--- src/rtl/nasti_sram_bridge.sv ---
// NASTI slave endpoint driving a single-port synchronous SRAM, one burst at a time.
// Ports:
//   clk, rst                       clock, asynchronous active-high reset
//   aw_* / w_* / b_*               write address, write data and write response channels
//   ar_* / r_*                     read address and read data channels
//   ram_en, ram_we, ram_addr       SRAM strobe, byte write enables (0 = read), word address
//   ram_wdata, ram_rdata           SRAM write data (mirrors w_data) and read data
module nasti_sram_bridge #(
  parameter int unsigned ID_WIDTH   = 8,
  parameter int unsigned ADDR_WIDTH = 16,
  parameter int unsigned DATA_WIDTH = 64,
  parameter int unsigned USER_WIDTH = 1
) (
  input  logic                                               clk,
  input  logic                                               rst,
  input  logic                                               aw_valid,
  output logic                                               aw_ready,
  input  logic [ID_WIDTH-1:0]                                aw_id,
  input  logic [ADDR_WIDTH-1:0]                              aw_addr,
  input  logic [7:0]                                         aw_len,
  input  logic [2:0]                                         aw_size,
  input  logic [1:0]                                         aw_burst,
  input  logic                                               w_valid,
  output logic                                               w_ready,
  input  logic [DATA_WIDTH-1:0]                              w_data,
  input  logic [DATA_WIDTH/8-1:0]                            w_strb,
  input  logic                                               w_last,
  output logic                                               b_valid,
  input  logic                                               b_ready,
  output logic [ID_WIDTH-1:0]                                b_id,
  output logic [1:0]                                         b_resp,
  output logic [USER_WIDTH-1:0]                              b_user,
  input  logic                                               ar_valid,
  output logic                                               ar_ready,
  input  logic [ID_WIDTH-1:0]                                ar_id,
  input  logic [ADDR_WIDTH-1:0]                              ar_addr,
  input  logic [7:0]                                         ar_len,
  input  logic [2:0]                                         ar_size,
  input  logic [1:0]                                         ar_burst,
  output logic                                               r_valid,
  input  logic                                               r_ready,
  output logic [ID_WIDTH-1:0]                                r_id,
  output logic [DATA_WIDTH-1:0]                              r_data,
  output logic [1:0]                                         r_resp,
  output logic                                               r_last,
  output logic [USER_WIDTH-1:0]                              r_user,
  output logic                                               ram_en,
  output logic [DATA_WIDTH/8-1:0]                            ram_we,
  output logic [ADDR_WIDTH-$clog2(DATA_WIDTH/8)-1:0]         ram_addr,
  output logic [DATA_WIDTH-1:0]                              ram_wdata,
  input  logic [DATA_WIDTH-1:0]                              ram_rdata
);

  localparam int unsigned OffWidth = $clog2(DATA_WIDTH / 8);

  typedef enum logic [2:0] {StIdle, StWrData, StWrResp, StRdReq, StRdResp} state_e;

  state_e                  state_q, state_d;
  logic                    aw_ready_q, aw_ready_d, ar_ready_q, ar_ready_d;
  logic                    wr_prio_q, wr_prio_d;  // 1: write wins a simultaneous request
  logic [ID_WIDTH-1:0]     id_q, id_d;
  logic [ADDR_WIDTH-1:0]   addr_q, addr_d;
  logic [7:0]              len_q, len_d, cnt_q, cnt_d;
  logic [2:0]              size_q, size_d;
  logic [1:0]              burst_q, burst_d;
  logic                    err_q, err_d;

  logic                    last_beat;
  logic [31:0]             span;
  logic [ADDR_WIDTH-1:0]   step, incr, wrap_mask, addr_next;

  function automatic logic bad_burst(input logic [ADDR_WIDTH-1:0] a, input logic [7:0] l,
                                     input logic [2:0] s, input logic [1:0] bu);
    logic                  e;
    logic [ADDR_WIDTH-1:0] align;
    align = (ADDR_WIDTH'(1) << s) - ADDR_WIDTH'(1);
    e = (32'(s) > OffWidth) || (bu == 2'b11);
    if (bu == 2'b10) begin
      if (!(l == 8'd1 || l == 8'd3 || l == 8'd7 || l == 8'd15)) e = 1'b1;
      if ((a & align) != '0) e = 1'b1;
    end
    return e;
  endfunction

  assign aw_ready  = aw_ready_q;
  assign ar_ready  = ar_ready_q;
  assign last_beat = (cnt_q == len_q);

  // Next beat address; WRAP keeps the bits above the wrap window fixed.
  always_comb begin
    step      = ADDR_WIDTH'(1) << size_q;
    incr      = addr_q + step;
    span      = (32'(len_q) + 32'd1) << size_q;
    wrap_mask = ADDR_WIDTH'(span - 32'd1);
    case (burst_q)
      2'b00:   addr_next = addr_q;
      2'b10:   addr_next = (addr_q & ~wrap_mask) | (incr & wrap_mask);
      default: addr_next = incr;
    endcase
  end

  always_comb begin
    state_d    = state_q;
    aw_ready_d = 1'b0;
    ar_ready_d = 1'b0;
    wr_prio_d  = wr_prio_q;
    id_d       = id_q;
    addr_d     = addr_q;
    len_d      = len_q;
    cnt_d      = cnt_q;
    size_d     = size_q;
    burst_d    = burst_q;
    err_d      = err_q;
    w_ready    = 1'b0;
    b_valid    = 1'b0;
    b_id       = '0;
    b_resp     = 2'b00;
    r_valid    = 1'b0;
    r_id       = '0;
    r_data     = '0;
    r_resp     = 2'b00;
    r_last     = 1'b0;
    ram_en     = 1'b0;
    ram_we     = '0;
    ram_addr   = '0;
    ram_wdata  = '0;
    unique case (state_q)
      StIdle: begin
        if (aw_valid && aw_ready_q) begin
          {id_d, addr_d, len_d, size_d, burst_d} = {aw_id, aw_addr, aw_len, aw_size, aw_burst};
          cnt_d     = '0;
          err_d     = bad_burst(aw_addr, aw_len, aw_size, aw_burst);
          wr_prio_d = 1'b0;
          state_d   = StWrData;
        end else if (ar_valid && ar_ready_q) begin
          {id_d, addr_d, len_d, size_d, burst_d} = {ar_id, ar_addr, ar_len, ar_size, ar_burst};
          cnt_d     = '0;
          err_d     = bad_burst(ar_addr, ar_len, ar_size, ar_burst);
          wr_prio_d = 1'b1;
          state_d   = StRdReq;
        end else begin
          // Ready is only raised from a settled IDLE cycle, which also enforces
          // at least one IDLE cycle between bursts.
          aw_ready_d = aw_valid && (!ar_valid || wr_prio_q);
          ar_ready_d = ar_valid && (!aw_valid || !wr_prio_q);
        end
      end
      StWrData: begin
        w_ready   = 1'b1;
        ram_addr  = addr_q[ADDR_WIDTH-1:OffWidth];
        ram_wdata = w_data;
        if (w_valid) begin
          ram_en = !err_q;
          ram_we = err_q ? '0 : w_strb;
          if (w_last != last_beat) err_d = 1'b1;
          addr_d = addr_next;
          cnt_d  = cnt_q + 8'd1;
          if (last_beat) state_d = StWrResp;
        end
      end
      StWrResp: begin
        b_valid = 1'b1;
        b_id    = id_q;
        b_resp  = err_q ? 2'b10 : 2'b00;
        if (b_ready) state_d = StIdle;
      end
      StRdReq: begin
        ram_en   = !err_q;
        ram_addr = addr_q[ADDR_WIDTH-1:OffWidth];
        state_d  = StRdResp;
      end
      StRdResp: begin
        r_valid = 1'b1;
        r_id    = id_q;
        r_data  = err_q ? '0 : ram_rdata;
        r_resp  = err_q ? 2'b10 : 2'b00;
        r_last  = last_beat;
        if (r_ready) begin
          if (last_beat) begin
            state_d = StIdle;
          end else begin
            addr_d  = addr_next;
            cnt_d   = cnt_q + 8'd1;
            state_d = StRdReq;
          end
        end
      end
      default: state_d = StIdle;
    endcase
  end

  assign b_user = '0;
  assign r_user = '0;

  always_ff @(posedge clk or posedge rst) begin
    if (rst) begin
      state_q    <= StIdle;
      aw_ready_q <= 1'b0;
      ar_ready_q <= 1'b0;
      wr_prio_q  <= 1'b1;
      id_q       <= '0;
      addr_q     <= '0;
      len_q      <= '0;
      cnt_q      <= '0;
      size_q     <= '0;
      burst_q    <= '0;
      err_q      <= 1'b0;
    end else begin
      state_q    <= state_d;
      aw_ready_q <= aw_ready_d;
      ar_ready_q <= ar_ready_d;
      wr_prio_q  <= wr_prio_d;
      id_q       <= id_d;
      addr_q     <= addr_d;
      len_q      <= len_d;
      cnt_q      <= cnt_d;
      size_q     <= size_d;
      burst_q    <= burst_d;
      err_q      <= err_d;
    end
  end

endmodule

--- config.mk ---
export PLATFORM = sky130hd
export DESIGN_NAME = nasti_sram_bridge
export DESIGN_NICKNAME = d
export VERILOG_FILES = /design/src/rtl/nasti_sram_bridge.sv
export SDC_FILE = /design/constraint.sdc
export NUM_CORES = 1
export LEC_CHECK = 0
export ABC_AREA = 1
export BUFFER_PORTS_ARGS = -buffer_cell sky130_fd_sc_hd__buf_4
export CORE_AREA = 2 2 155 157
export DETAILED_ROUTE_END_ITERATION = 10
export DIE_AREA = 0 0 157 159
export GPL_TIMING_DRIVEN = 1
export SLEW_MARGIN = 30
export SYNTH_ARGS = -nofsm -noshare
export SYNTH_HDL_FRONTEND = slang
export SYNTH_SLANG_ARGS = --single-unit
--- constraint.sdc ---
create_clock -name clk -period 6.5 [get_ports clk]
set_clock_uncertainty 0.05 [all_clocks]
set_input_delay 0.975 -clock clk [delete_from_list [all_inputs] [get_ports clk]]
set_output_delay 0.975 -clock clk [all_outputs]
set_load 0.01 [all_outputs]
==> results.py, run 1 <==
metrics = {
    "run_status": {
        "status": "finished clean",
    },
    "sta": {
        "slew_headroom_pct": 49.2,
        "rsz0062_at_grt": "no",
        "timing_worst_slew_pin_value_ns": 0.761,
        "max_freq_mhz": 312,
        "finalSetupViolCount": 0,
        "min_period_ns": 3.21,
        "hold_viol": 0,
        "slew_violations": 0,
        "fin_crit_sh_pct": 49.4,
        "tns_ns": 0,
        "fin_hold_ws_ns": 0.443,
    },
    "cells_and_area": {
        "final_cells": 1850,
        "final_util_pct": 42.6,
        "syn_to_final_growth_pct": 49.8,
        "nets": 1763,
        "drive_gt1_share_pct": 32.4,
        "nFillCells": 2492,
        "stdcell_area_mm2": 0.00988,
    },
    "worst_setup_path": {
        "regToRegSetupSlack_ns": 3.31,
        "rr_startpoint": "size_q[0]",
        "required_ns": 5.47,
        "crit_start": "state_q[1]",
        "crit_arrival_ns": 2.18,
        "path_max_fanout": 74,
        "critPathCaptureType": "output pin",
        "start_kind": "flop",
        "critPathKind": "flop to output pin",
        "worst_r2r_path_depth": 20,
    },
    "clocking": {
        "h-tree-depth": 2,
        "cts_root_buffer": "clkbuf_16",
        "postCtsSetupBuffers": 0,
        "clk_latency_ns": 0.31,
        "cts.sink_count": 52,
        "cts_resized": 0,
        "cts_tree": "yes",
        "cts_hold_buf": 0,
        "cts_max_path_buffers": 2,
        "clk_pin_slew_ns": 0.07,
        "cts_made_buffers": 5,
    },
    "pwr": {
        "combPwrFrac_pct": 75.0,
        "switching_share_pct": 57.0,
        "powerDensity_mw_per_mm2": 381,
        "power_frac_seq_pct": 17.4,
        "p_switching_mw": 2.15,
        "internal_power_mw": 1.62,
        "cellLeakagePower_nw": 5.49,
        "peakVddDrop_mv": 0.167,
        "p_clk_share_pct": 7.6,
    },
    "die": {
        "row_count": 56,
        "die-width_um": 157,
        "core-area_mm2": 0.0232,
        "io_pins": 396,
        "fp.dieArea_mm2": 0.0250,
        "die_h_um": 159,
        "start_util_pct": 28.4,
    },
    "drt": {
        "wl_um": 32500,
        "via_per_inst": 4.69,
        "first_iter_violations": 618,
        "drc": 0,
        "route.vias.total": 8673,
        "ant_nets": 0,
        "first_pass_iters": 7,
        "wl_per_cell_um": 17.6,
    },
    "min_path": {
        "hold_class": "flop to flop",
        "hold_depth": 2,
    },
    "global_routing": {
        "antenna_found_initial": 0,
        "grt_use_total_pct": 25.2,
        "use_met3_pct": 4.52,
        "grt_pass1_wl_um": 48400,
        "top_usage_layer": "met2",
        "grt.overflow.total": 0,
        "grt_start_max_net_pins": 75,
        "grt_pass1_vias": 8316,
        "met2_usage_pct": 41.7,
        "met1_usage_pct": 34.6,
    },
    "yosys": {
        "synthFlopType": "dfrtp_1",
        "yosys_warnings": 0,
        "yosysUniqueCellTypes": 49,
        "async_reset_ff_share_pct": 100,
        "seq_area_frac_synth_pct": 19.7,
        "synthCells": 1177,
        "netlist_area_mm2": 0.00660,
        "synth_edf_count": 0,
        "avgSynthCellArea_um2": 5.60,
        "ys_ff_latch": 52,
    },
    "job": {
        "maxCapViolations": 0,
    },
    "placed_design": {
        "dp_hpwl_um": 27300,
        "dpl-instance-area_mm2": 0.00973,
        "placement.io_buffers": 391,
        "dpl.cell_count": 1841,
        "place.gp.congestion": 0.983,
    },
}
-- metrics by stage --
step	worst slack [ns]	total power [mW]
finish	3.29	3.77
global route	2.95	4.14
CTS	3.24	3.77
detailed placement	3.09	3.47
global placement	3.15	3.44
floorplan	3.84	2.60
-- layout by cell type (no fill, tap or decap), types with 2 or more instances in the layout --
cell       Yosys  layout
buf_4         10     397
nand2_1      311     311
nor2_1       255     254
inv_1        174     170
nand3_1       57      57
dfrtp_1       51      51
o21ai_0       43      43
nand3_2       27      27
a21oi_1       21      21
a31oi_1       18      18
o21ai_1       15      15
xor2_1        15      15
ha_1          15      15
inv_2         12      14
nand2_2       14      14
o211ai_1      10      10
nor2_2         8       9
nor3_1         9       9
nor2_4         8       8
nand2_4        8       8
nand4_1        8       8
nor4_1         5       5
clkbuf_16      0       5
conb_1         1       4
or2_2          3       3
nand3b_1       3       3
o22ai_1        3       3
o311ai_0       3       3
xnor2_1        3       3
o31ai_1        3       3
inv_4          0       2
clkinv_1       2       2
o41ai_1        2       2
a41oi_1        2       2
o2111ai_1      2       2
clkinv_2       1       2
-- worst max path at each step --
stage	endpoint	slack, ns	depth (start not counted)
finish	r_data[29]	3.29	7
global route	flop	2.95	19
CTS	ram_en	3.24	4
detailed placement	flop	3.09	16
global placement	err_q	3.15	12
floorplan	flop	3.84	20
-- cell usage after synthesis (all sizes together), types with 2 or more instances --
master | count | area, µm²
o21ai | 59 | 299
clkinv | 3 | 12.5
a31oi | 18 | 113
o2111ai | 2 | 17.5
clkbuf | 38 | 144
nor3 | 9 | 45.0
o31ai | 3 | 22.5
nor2 | 271 | 1100
xor2 | 15 | 131
buf | 17 | 121
inv | 186 | 698
o311ai | 3 | 26.3
dfrtp | 51 | 1280
o41ai | 2 | 17.5
o22ai | 3 | 18.8
a41oi | 2 | 17.5
nand3b | 3 | 22.5
or2 | 3 | 18.8
nand3 | 85 | 573
nand4 | 8 | 50.1
xnor2 | 3 | 26.3
o211ai | 10 | 75.1
ha | 15 | 188
nand2 | 333 | 1350
a21oi | 21 | 105
nor4 | 5 | 31.3
-- cell type report --
cell class | count | area, µm² | share of cell area [%]
Timing Repair Buffer | 397 | 2980 | 30.2
Tap cell | 319 | 399 | 4.04
Multi-Input combinational cell | 884 | 4330 | 43.9
Antenna cell | 1 | 2.50 | 0.0253
Sequential cell | 52 | 1300 | 13.2
Clock inverter | 3 | 21.3 | 0.215
Clock buffer | 5 | 125 | 1.27
Inverter | 189 | 716 | 7.25
-- critical path, cell delays in order (launching register included) --
cell and delay, ns:
dfrtp_1 0.44, nor2_1 0.14, inv_2 0.05, nor2_1 0.32, inv_2 0.08, buf_4 0.35, nor2_1 0.28, buf_4 0.17
-- per-layer routing --
layer	share of wire [%]	vias up
met5	0	-
met4	1.6	0
met3	6.9	27
met2	47	340
met1	45	3968
li1	-	4338
-- cells by family after synthesis --
kind of cell | Yosys count | synth area share (%)
compound gates | 127 | 11.4
xor+xnor | 18 | 2.39
fa+ha+maj | 16 | 3.15
buf+inv | 244 | 14.8
flops | 52 | 19.7
mux | 1 | 0.152
other cells | 1 | 0.0568
simple gates | 718 | 48.3
-- power by group through the flow --
stage               Sequential, mW  Combinational, mW  Clock, mW
floorplan                    0.559               2.04          0
global placement             0.656               2.78          0
detailed placement           0.655               2.82          0
CTS                          0.652               2.83      0.289
global route                 0.677               3.16      0.303
finish                       0.655               2.82      0.287
Note: power is estimated with default switching activity, not from simulation.
==> inputs of run 2 (changes only) <==
==> constraint.sdc (replaced) <==
create_clock -name clk -period 2.9 [get_ports clk]
set_clock_uncertainty 0.05 [all_clocks]
set_input_delay 0.435 -clock clk [delete_from_list [all_inputs] [get_ports clk]]
set_output_delay 0.435 -clock clk [all_outputs]
set_load 0.01 [all_outputs]
==> run 2 against run 1 <==
Compared with the run above: sequential power up 110%; register-to-register slack worse by 3.1 ns; global-route usage up 0.13 points; clock-buffer cell count up 1; critical endpoint is now ram_wdata[35].
==> results.py, run 2 (synthesis results as in run 1) <==
metrics = {
    "placed_design": {
        "placement.io_buffers": 391,
        "dpl.cell_count": 1861,
        "place.gp.congestion": 0.943,
        "dp_hpwl_um": 27700,
    },
    "drt": {
        "first_iter_violations": 530,
        "route.vias.total": 8727,
        "wl_per_cell_um": 17.4,
        "wl_um": 32600,
        "first_pass_iters": 5,
        "ant_nets": 0,
        "drc": 0,
        "via_per_inst": 4.66,
    },
    "cells_and_area": {
        "syn_to_final_growth_pct": 52.6,
        "nets": 1785,
        "final_cells": 1872,
        "final_util_pct": 43.4,
        "nFillCells": 2489,
        "final_cell_mix": "buf_4 (419), nand2_1 (311), nor2_1 (253)",
        "final_common_cell": "buf_4",
        "drive_gt1_share_pct": 33.4,
    },
    "pwr": {
        "powerDensity_mw_per_mm2": 873,
        "report.power.total_mw": 8.79,
        "peakVddDrop_mv": 0.473,
        "cellLeakagePower_nw": 5.61,
    },
    "global_routing": {
        "antenna_found_initial": 3,
        "grt_use_total_pct": 25.4,
        "grt_pass1_vias": 8394,
        "grt_start_max_net_pins": 65,
        "grt_pass1_wl_um": 48500,
        "grt.overflow.total": 0,
    },
    "sta": {
        "timing_worst_slew_pin_value_ns": 0.734,
        "slew_headroom_pct": 51.0,
        "fin_crit_sh_pct": 95.6,
        "slew_violations": 0,
        "min_period_ns": 2.77,
        "finalSetupViolCount": 0,
        "max_freq_mhz": 361,
        "hold_viol": 0,
        "fin_hold_ws_ns": 0.274,
    },
    "clocking": {
        "cts.sink_count": 52,
        "clk_pin_slew_ns": 0.07,
        "cts_made_buffers": 5,
        "clk_latency_ns": 0.30,
        "cts_hold_buf": 0,
        "h-tree-depth": 2,
        "cts_max_path_buffers": 2,
        "cts_tree": "yes",
        "cts_root_buffer": "clkbuf_16",
    },
    "min_path": {
        "hold_class": "input port to asynchronous set/reset pin",
    },
    "die": {
        "die-width_um": 157,
        "io_pins": 396,
        "row_count": 56,
        "start_util_pct": 28.4,
        "fp.dieArea_mm2": 0.0250,
        "core-area_mm2": 0.0232,
        "die_h_um": 159,
    },
    "worst_setup_path": {
        "regToRegSetupSlack_ns": 0.20,
        "critPathCaptureType": "output pin",
        "path_max_fanout": 64,
        "start_kind": "flop",
        "crit_arrival_ns": 2.29,
        "required_ns": 2.41,
        "path_cells": "inv_1, nor2_1, inv_2, nor2_4, inv_2, buf_4, nor2_1, buf_4",
        "critPathKind": "flop to output pin",
        "worst_r2r_path_depth": 19,
        "crit_slowest_cell": "buf_4",
        "worst_path_largest_cell_delay_ns": 0.56,
    },
    "run_status": {
        "status": "finished clean",
    },
    "job": {
        "maxCapViolations": 0,
    },
}
-- run 2: cell count changes in the layout (fill, tap and decap cells not counted), sizes merged --
cell | previous run | this run
clkbuf | 5 | 6
bufinv | 0 | 1
clkinv | 4 | 3
buf | 397 | 419
clkinvlp | 1 | 0
-- run 2: stage by stage --
step	setup TNS (ns)	area, µm²	setup WS, ns
floorplan	0	6610	0.241
finish	0	10100	0.128
CTS	0	10000	0.147
global route	-0.0236	10100	-0.0236
global placement	0	9870	0.235
detailed placement	0	9870	0.170
-- run 2: final cells by class --
cell class	instances	area, µm²	share of cell area, %
inverter	189	713	7.08
clock buffer	6	129	1.28
tap	319	399	3.96
clock inverter	2	38.8	0.385
timing repair buffer	419	3150	31.2
antenna	1	2.50	0.0249
sequential	52	1300	12.9
multi-input combinational	884	4340	43.1
-- run 2: path summary, 6_finish.rpt --
path                                              end  startpoint
min                                          len_q[7]         rst
min reg2reg                                      flop        flop
min in group clk                           state_q[2]     r_ready
max reg2reg                                      flop   size_q[0]
max in group asynchronous  asynchronous set/reset pin         rst
max                                     ram_wdata[35]  state_q[0]
-- run 2: power breakdown --
group	total, mW	leakage, nW	internal [mW]	switching [mW]
clock	0.720	0.0815	0.412	0.307
combinational	6.71	4.90	2.45	4.26
sequential	1.36	0.631	1.05	0.305
total	8.79	5.61	3.92	4.88
-- run 2: per-layer routing --
layer / share of wire [%] / wire [µm] / vias up / GRT usage, %
li1: - / - / 4381 / -
met4: 2.4 / 794 / 4 / 6.76
met5: 0.089 / 29 / - / 0
met3: 9.4 / 3050 / 43 / 8.08
met1: 42 / 13800 / 3979 / 32.6
met2: 46 / 14900 / 320 / 40.9
-- run 2: what timing repair did --
action,4_1_cts,5_1_grt
setup buffers,0,2
endpoints found under the setup margin,0,7
gates resized for setup,0,5
-- run 2: worst max-delay path: cells and delay by family, from the launching register on --
family	cells	cell delay (ns)
DFF	1	0.41
buffers and inverters	5	1.16
and+or+nand+nor	3	0.36
==> inputs of run 3 (changes only) <==
--- a/config.mk
+++ b/config.mk
@@ -8,6 +8,7 @@
 export ABC_AREA = 1
 export BUFFER_PORTS_ARGS = -buffer_cell sky130_fd_sc_hd__buf_4
 export CORE_AREA = 2 2 155 157
+export CTS_BUF_LIST = sky130_fd_sc_hd__clkbuf_16
 export DETAILED_ROUTE_END_ITERATION = 10
 export DIE_AREA = 0 0 157 159
 export GPL_TIMING_DRIVEN = 1
==> run 3 against run 2 <==
Compared with the run above: via count hardly changed; die area unchanged; clock-buffer cell count shrank 1; worst hold slack about the same; core utilization did not move; register-to-register slack about the same; critical endpoint unchanged.
==> results.py, run 3 (synthesis results as in run 1) <==
metrics = {
    "run_status": {
        "status": "finished clean",
    },
    "worst_setup_path": {
        "required_ns": 2.41,
        "worstSetupPathDepth": 8,
        "path_buf_inv": 5,
        "crit_arrival_ns": 2.29,
        "critPathKind": "flop to output pin",
        "crit_end": "ram_wdata[35]",
        "crit_family": "buffers and inverters",
        "worst_r2r_path_depth": 19,
        "start_kind": "flop",
        "crit_slowest_cell": "buf_4",
        "crit_start": "state_q[0]",
        "rr_startpoint": "size_q[0]",
        "path_max_fanout": 64,
        "critPathCaptureType": "output pin",
        "regToRegSetupSlack_ns": 0.20,
        "worst_path_largest_cell_delay_ns": 0.56,
        "path_cells": "inv_1, nor2_1, inv_2, nor2_4, inv_2, buf_4, nor2_1, buf_4",
    },
    "pwr": {
        "report.power.total_mw": 8.79,
        "cellLeakagePower_nw": 5.61,
        "peakVddDrop_mv": 0.473,
        "p_clk_share_pct": 8.1,
        "p_switching_mw": 4.88,
        "internal_power_mw": 3.91,
        "powerDensity_mw_per_mm2": 873,
        "power_frac_seq_pct": 15.5,
        "switching_share_pct": 55.5,
        "combPwrFrac_pct": 76.4,
    },
    "clocking": {
        "cts_made_buffers": 5,
        "cts_tree": "yes",
        "clk_latency_ns": 0.30,
        "cts.sink_count": 52,
        "h-tree-depth": 2,
        "cts_hold_buf": 0,
        "cts_root_buffer": "clkbuf_16",
        "clk_pin_slew_ns": 0.07,
        "cts_max_path_buffers": 2,
    },
    "placed_design": {
        "placement.io_buffers": 391,
        "dpl.cell_count": 1861,
        "dp_hpwl_um": 27700,
        "place.gp.congestion": 0.943,
    },
    "sta": {
        "slew_headroom_pct": 51.0,
        "max_freq_mhz": 361,
        "finalSetupViolCount": 0,
        "min_period_ns": 2.77,
        "hold_viol": 0,
        "fin_crit_sh_pct": 95.6,
        "slew_violations": 0,
        "timing_worst_slew_pin_value_ns": 0.734,
    },
    "cells_and_area": {
        "final_common_cell": "buf_4",
        "nets": 1785,
        "final_cells": 1872,
        "final_cell_mix": "buf_4 (419), nand2_1 (311), nor2_1 (253)",
        "final_util_pct": 43.4,
        "syn_to_final_growth_pct": 52.6,
        "drive_gt1_share_pct": 33.4,
    },
    "die": {
        "fp.dieArea_mm2": 0.0250,
        "start_util_pct": 28.4,
        "io_pins": 396,
        "die-width_um": 157,
        "row_count": 56,
        "core-area_mm2": 0.0232,
        "die_h_um": 159,
    },
    "global_routing": {
        "grt_use_total_pct": 25.4,
        "grt.overflow.total": 0,
        "grt_start_max_net_pins": 65,
        "grt_pass1_vias": 8394,
        "grt_pass1_wl_um": 48500,
        "antenna_found_initial": 3,
    },
    "drt": {
        "via_per_inst": 4.66,
        "wl_um": 32600,
        "ant_nets": 0,
        "drc": 0,
        "wl_per_cell_um": 17.4,
        "route.vias.total": 8730,
        "first_iter_violations": 530,
        "first_pass_iters": 5,
    },
    "min_path": {
        "hold_class": "input port to asynchronous set/reset pin",
    },
    "job": {
        "maxCapViolations": 0,
    },
}
==> run 3: cell count changes in the layout (fill, tap and decap cells not counted), sizes merged <==
cell    delta
clkbuf     -1
inv        +1
==> run 3: area by class of cell <==
| type | count | area [µm²] |
|---|---|---|
| Timing Repair Buffer | 419 | 3150 |
| Clock inverter | 3 | 42.5 |
| Inverter | 189 | 713 |
| Clock buffer | 5 | 125 |
| Tap cell | 319 | 399 |
| Antenna cell | 1 | 2.50 |
| Multi-Input combinational cell | 884 | 4340 |
| Sequential cell | 52 | 1300 |
| Fill cell | 2489 | 13100 |
==> run 3: worst min-delay path by stage <==
stage / from / end / slack, ns / cells past startpoint
6_report: rst / len_q[7] / 0.27 / 3
2_1_floorplan: flop / flop / 0.40 / 2
3_5_place_dp: flop / flop / 0.42 / 2
3_3_place_gp: flop / flop / 0.42 / 2
4_1_cts: r_ready / state_q[2] / 0.29 / 2
5_1_grt: r_ready / state_q[2] / 0.30 / 2
==> run 3: metrics by stage <==
stage | instance area, µm² | hold slack, ns | setup slack, ns | TNS [ns]
after global routing | 10100 | 0.301 | -0.0236 | -0.0236
final | 10100 | 0.274 | 0.128 | 0
after detailed placement | 9870 | 0.422 | 0.170 | 0
after floorplan | 6610 | 0.399 | 0.241 | 0
after CTS | 10000 | 0.290 | 0.147 | 0
after global placement | 9870 | 0.418 | 0.235 | 0
==> run 3: layer usage <==
layer	GRT usage [%]	vias up	part of all wire, %
li1	-	4381	-
met4	6.76	4	2.4
met3	8.08	43	9.4
met5	0	-	0.089
met2	40.9	322	46
met1	32.6	3980	42
==> run 3: worst min-delay path, stage by stage <==
cell and delay, ns:
buf_4 0.11, inv_2 0.03, buf_4 0.55
==> run 3: what timing repair did <==
| action | 4_1_cts | 5_1_grt |
|---|---|---|
| resized for setup | 0 | 5 |
| buffers inserted | 0 | 2 |
| setup endpoints to repair | 0 | 7 |
| endpoints found under the hold margin | 0 | 0 |
==> run 3: power by group through the flow <==
stage	Clock [mW]	Sequential, mW	Combinational (mW)
after CTS	0.724	1.36	6.69
final	0.716	1.36	6.71
after floorplan	0	1.25	4.57
after global routing	0.746	1.40	7.46
after detailed placement	0	1.37	6.67
after global placement	0	1.37	6.59
